**src/rtl/prbs31_chk_16.sv**
```systemverilog
// 16-bit parallel PRBS-31 (x^31 + x^28, XNOR) checker: self-syncs a predictor, then free-runs it.
// Optional LOSS_CNT output (count of lock losses) when PRBS_CHK_LOSS_CNT_EN is defined.
module prbs31_chk_16 #(
  parameter int LOCK_CNT   = 8,
  parameter int UNLOCK_ERR = 4,
  parameter int WINDOW     = 64,
  parameter int CNT_W      = 32
) (
  input  logic             C,
  input  logic             R_N,
  input  logic             CE,
  input  logic [15:0]      D,
  input  logic             CLR_CNT,
  output logic             LOCKED,
  output logic             ERR,
  output logic [4:0]       ERR_BITS,
  output logic [CNT_W-1:0] ERR_CNT
`ifdef PRBS_CHK_LOSS_CNT_EN
  ,
  output logic [7:0]       LOSS_CNT
`endif
);

  typedef enum logic [1:0] {ST_FILL, ST_HUNT, ST_LOCKED} state_e;

  state_e           state_q, state_d;
  logic [30:0]      h_q, h_d;
  logic [1:0]       fill_q, fill_d;
  logic [7:0]       clean_q, clean_d;
  logic [15:0]      win_q, win_d;
  logic [15:0]      errw_q, errw_d;
  logic             err_q, err_d;
  logic [4:0]       err_bits_q, err_bits_d;
  logic [CNT_W-1:0] err_cnt_q, err_cnt_d;
`ifdef PRBS_CHK_LOSS_CNT_EN
  logic [7:0]       loss_q, loss_d;
`endif

  logic [15:0]      p, m;
  logic [4:0]       pop;
  logic [CNT_W:0]   sum;
  logic [15:0]      errw_inc;
  logic             wrap;

  // h_q[0] is the newest stream bit; every predicted bit reaches back 31/28 bits, all within H
  for (genvar j = 0; j < 16; j++) begin : g_pred
    assign p[15-j] = ~(h_q[30-j] ^ h_q[27-j]);
  end

  assign m = D ^ p;

  always_comb begin
    pop = '0;
    for (int i = 0; i < 16; i++) pop = pop + {4'd0, m[i]};
  end

  assign sum      = {1'b0, err_cnt_q} + {{(CNT_W-4){1'b0}}, pop};
  assign errw_inc = errw_q + 16'd1;
  assign wrap     = (win_q == 16'(WINDOW - 1));

  always_comb begin
    state_d    = state_q;
    h_d        = h_q;
    fill_d     = fill_q;
    clean_d    = clean_q;
    win_d      = win_q;
    errw_d     = errw_q;
    err_d      = 1'b0;
    err_bits_d = err_bits_q;
    err_cnt_d  = err_cnt_q;
`ifdef PRBS_CHK_LOSS_CNT_EN
    loss_d     = loss_q;
`endif
    if (CE) begin
      unique case (state_q)
        ST_FILL: begin
          h_d    = {h_q[14:0], D};
          fill_d = fill_q + 2'd1;
          if (fill_q == 2'd1) state_d = ST_HUNT;
        end
        ST_HUNT: begin
          h_d     = {h_q[14:0], D};
          clean_d = (m == 16'h0 && D != 16'hFFFF) ? clean_q + 8'd1 : 8'd0;
          if (clean_d == 8'(LOCK_CNT)) begin
            state_d = ST_LOCKED;
            win_d   = '0;
            errw_d  = '0;
          end
        end
        default: begin
          // Free-run on the prediction so a flipped bit never reappears at the taps
          h_d        = {h_q[14:0], p};
          err_bits_d = pop;
          win_d      = wrap ? 16'd0 : win_q + 16'd1;
          if (m != 16'h0) begin
            err_d     = 1'b1;
            err_cnt_d = sum[CNT_W] ? '1 : sum[CNT_W-1:0];
          end
          if (m != 16'h0 && errw_inc >= 16'(UNLOCK_ERR)) begin
            state_d = ST_FILL;
            fill_d  = '0;
            clean_d = '0;
`ifdef PRBS_CHK_LOSS_CNT_EN
            if (loss_q != 8'hFF) loss_d = loss_q + 8'd1;
`endif
          end else if (wrap) begin
            errw_d = '0;
          end else if (m != 16'h0) begin
            errw_d = errw_inc;
          end
        end
      endcase
    end
    if (CLR_CNT) begin
      err_cnt_d = '0;
`ifdef PRBS_CHK_LOSS_CNT_EN
      loss_d    = '0;
`endif
    end
  end

  always_ff @(posedge C or negedge R_N) begin
    if (!R_N) begin
      state_q    <= ST_FILL;
      h_q        <= '0;
      fill_q     <= '0;
      clean_q    <= '0;
      win_q      <= '0;
      errw_q     <= '0;
      err_q      <= 1'b0;
      err_bits_q <= '0;
      err_cnt_q  <= '0;
`ifdef PRBS_CHK_LOSS_CNT_EN
      loss_q     <= '0;
`endif
    end else begin
      state_q    <= state_d;
      h_q        <= h_d;
      fill_q     <= fill_d;
      clean_q    <= clean_d;
      win_q      <= win_d;
      errw_q     <= errw_d;
      err_q      <= err_d;
      err_bits_q <= err_bits_d;
      err_cnt_q  <= err_cnt_d;
`ifdef PRBS_CHK_LOSS_CNT_EN
      loss_q     <= loss_d;
`endif
    end
  end

  assign LOCKED   = (state_q == ST_LOCKED);
  assign ERR      = err_q;
  assign ERR_BITS = err_bits_q;
  assign ERR_CNT  = err_cnt_q;
`ifdef PRBS_CHK_LOSS_CNT_EN
  assign LOSS_CNT = loss_q;
`endif

endmodule

```
**config.mk**
```make
export PLATFORM = sky130hd
export DESIGN_NAME = prbs31_chk_16
export DESIGN_NICKNAME = d
export VERILOG_FILES = /design/src/rtl/prbs31_chk_16.sv
export SDC_FILE = /design/constraint.sdc
export NUM_CORES = 1
export LEC_CHECK = 0
export CORE_MARGIN = 10
export CORE_UTILIZATION = 58
export CTS_CLUSTER_DIAMETER = 40
export DETAILED_ROUTE_END_ITERATION = 16
export GPL_TIMING_DRIVEN = 0
export PLACE_DENSITY = 0.87
export SLEW_MARGIN = 25
export SYNTH_ARGS = -nofsm -noshare
export SYNTH_HDL_FRONTEND = slang
export SYNTH_SLANG_ARGS = --single-unit
```
**constraint.sdc**
```tcl
create_clock -name C -period 7.1 [get_ports C]
set_clock_uncertainty 0.1 [all_clocks]
set_input_delay 0.71 -clock C [delete_from_list [all_inputs] [get_ports C]]
set_output_delay 0.71 -clock C [all_outputs]
set_load 0.005 [all_outputs]
```
==> flow_summary.toml <==
[worst_setup_path]
r2r_cells = 20
max_stage_delay_ns = 0.56
endpoint_kind = "register"
cp-start-kind = "primary input"
cp.required_ns = 7.27
cp_cell_sequence = "clkdlybuf4s50_1, xnor3_1, fa_1, fa_1, fa_1, inv_1, fa_1, inv_1, ha_1, fa_1, fa_1, a21o_1, a21oi_1, o21bai_1, nand4_1, clkbuf_1, o21ai_0, a21oi_1, a211oi_1"
cp_slowest_cell = "fa_1"
cp_max_fo = 10
reg2reg_setup_slack_ns = 0.61
path_common_cell = "fa_1"
r2r_end = "ERR_CNT[25]$_DFFE_PN0P_"
timing.rr.start = "h_q[17]$_DFFE_PN0P_"
arrival_ns = 6.85
worstSetupPathType = "primary input to register"

[grt]
grt-ovfl-total = 0
grt_pass1_wl_um = 29600
grt_pass1_vias = 6078
grt_antenna_before_repair = 0
grt_max_degree = 65
grt_usage_pct = 22.1

[final_layout]
fin_nets = 819
layout.cells.most_common_list = "113 x dfrtp_1, 70 x nor2_1, 57 x clkdlybuf4s50_1"
layout-drive-gt1-share_pct = 8.55
antenna_cells = 0
final_common_cell = "dfrtp_1"
area_delta_synth_final_pct = 19.9

[run]
maxCapViolCount = 0

[sta]
setup_viol = 0
setup_tns_ns = 0
timing.hold.ws_ns = 0.169
fin_ws_ns = 0.424
period_minus_slack_ns = 6.68
slew_violations = 0
final_hold_viol_count = 0
worstMarginPinSlew_ns = 0.765
slew-limit-headroom_pct = 48.5
min_period_over_period_pct = 94.0
max_freq_mhz = 150
rsz0062_at_grt = "false"

[cts]
cts_buffers = 17
clockBufferDepth = 2
cts_max_level = 4
clkLatencyLatePin_ns = 0.42
cts-root-buf = "clkbuf_16"
cts_resized = 0
clock-sinks = 113
clk_pin_slew_ns = 0.05
cts_setup_buffers = 0
cts_tree = "built"
hold_buffers = 0

[pwr]
p_per_area_mw_per_mm2 = 356
ir_drop_mv = 0.695
leakage_uw = 0.00339

[route]
post-route-drc-count = 0
drt_iter0_drc = 624
drtPass1Iterations = 7
wl_per_cell_um = 18.8
wl_um = 17400
avgViaCountPerCell = 6.37
final_antenna_net_count = 0
vias = 5901

[floorplanning]
die_h_um = 127
io_pins = 59
start_util_pct = 58.9
core_mm2 = 0.0113
dieArea_mm2 = 0.0162
rows = 39
die_width_um = 127

[logic_synthesis]
synthFlopType = "dfrtp_1"
yosysSeqAreaShare_pct = 42.4
synth_area_mm2 = 0.00667
synth_nets = 741
synth_warnings = 0
synth_seq_cells = 113
ys_types = 58
netlist_instances = 694
synth_edf_count = 0
syn_area_per_cell_um2 = 9.61
synth-async-reset-ratio_pct = 100

[placement]
hpwl_um = 12100
placement.io_buffers = 58
routabilityCongestion = 0.910
post-place-ws_ns = 0.177

[status]
status = "complete, no violations"

[min_path]
hp-class = "primary input to async pin"
## critical path, delay by kind of cell
kind	cells	cell delay, ns
simple gates	1	0.22
xor+xnor	1	0.42
fa+ha+maj	7	3.34
buf+inv	4	1.07
compound gates	6	1.09
## layout make-up
class	count	area [um2]
multi-input cells	525	3620
flip-flops and latches	113	2830
plain buffers	29	119
repair buffers	59	609
clock inverters	12	93.8
clock buffers	19	443
inverters	27	101
well taps	143	179
fillers	788	3320
## metal layers
metal / global-route usage [%] / part of all wire (%)
met1: 26.1 / 39
met2: 36.8 / 50
met3: 6.66 / 7.8
met4: 9.04 / 2.7
met5: 0 / 0
## worst max path at each step
stage / cells past startpoint / slack [ns] / to / startpoint
final: 19 / 0.42 / ERR_CNT[25]$_DFFE_PN0P_ / D[7]
after global routing: 19 / 0.25 / ERR_CNT[25]$_DFFE_PN0P_ / D[7]
after CTS: 19 / 0.51 / ERR_CNT[9]$_DFFE_PN0P_ / D[7]
after detailed placement: 19 / 0.18 / ERR_CNT[15]$_DFFE_PN0P_ / D[7]
after global placement: 19 / 0.29 / ERR_CNT[15]$_DFFE_PN0P_ / D[7]
after floorplan: 18 / 1.29 / ERR_CNT[15]$_DFFE_PN0P_ / D[7]
## sequential cells by signal (all words and copies together), names as in the netlist
register / cells
h_q: 31
fill_q: 2
clean_q: 8
win_q: 16
ERR_CNT: 32
ERR: 1
state_q: 2
ERR_BITS: 5
errw_q: 16
## cell families after synthesis
| kind of cell | share of synthesized area [%] |
|---|---|
| mux | 6.13 |
| fa+ha+maj | 6.30 |
| compound gates | 14.2 |
| buf+inv | 3.30 |
| flops | 42.4 |
| xor+xnor | 7.07 |
| simple gates | 20.6 |
## power breakdown
part	internal, uW	total (uW)	leakage [uW]	switching, uW
Combinational	574	1360	0.00165	784
Clock	481	784	0.000268	302
Sequential	673	703	0.00148	30.6
## through the flow
step	instance area [um2]	utilization [%]	total power [uW]	cells
6_report	8000	70.6	2840	927
4_1_cts	8000	70.6	2830	927
3_5_place_dp	7460	65.9	2010	896
3_3_place_gp	7430	65.6	1930	895
5_1_grt	8000	70.6	3040	927
2_1_floorplan	6670	-	1700	694
## cell usage after synthesis (9+ instances only)
cell	number	area, um2
a211oi_1	12	90.1
a21oi_1	45	225
and2_1	19	119
and3_1	20	125
clkbuf_1	22	82.6
dfrtp_1	113	2830
fa_1	11	220
ha_1	16	200
inv_1	26	97.6
mux2_2	23	259
mux2i_1	15	150
nand2_1	41	154
nand2b_1	10	62.6
nand3_1	25	125
nand4_1	13	81.3
nor2_1	70	263
nor3_1	29	145
o21ai_0	33	165
o31ai_1	9	67.6
xnor2_1	29	254
xor2_1	12	105
Power figures use the tool's default switching activity.
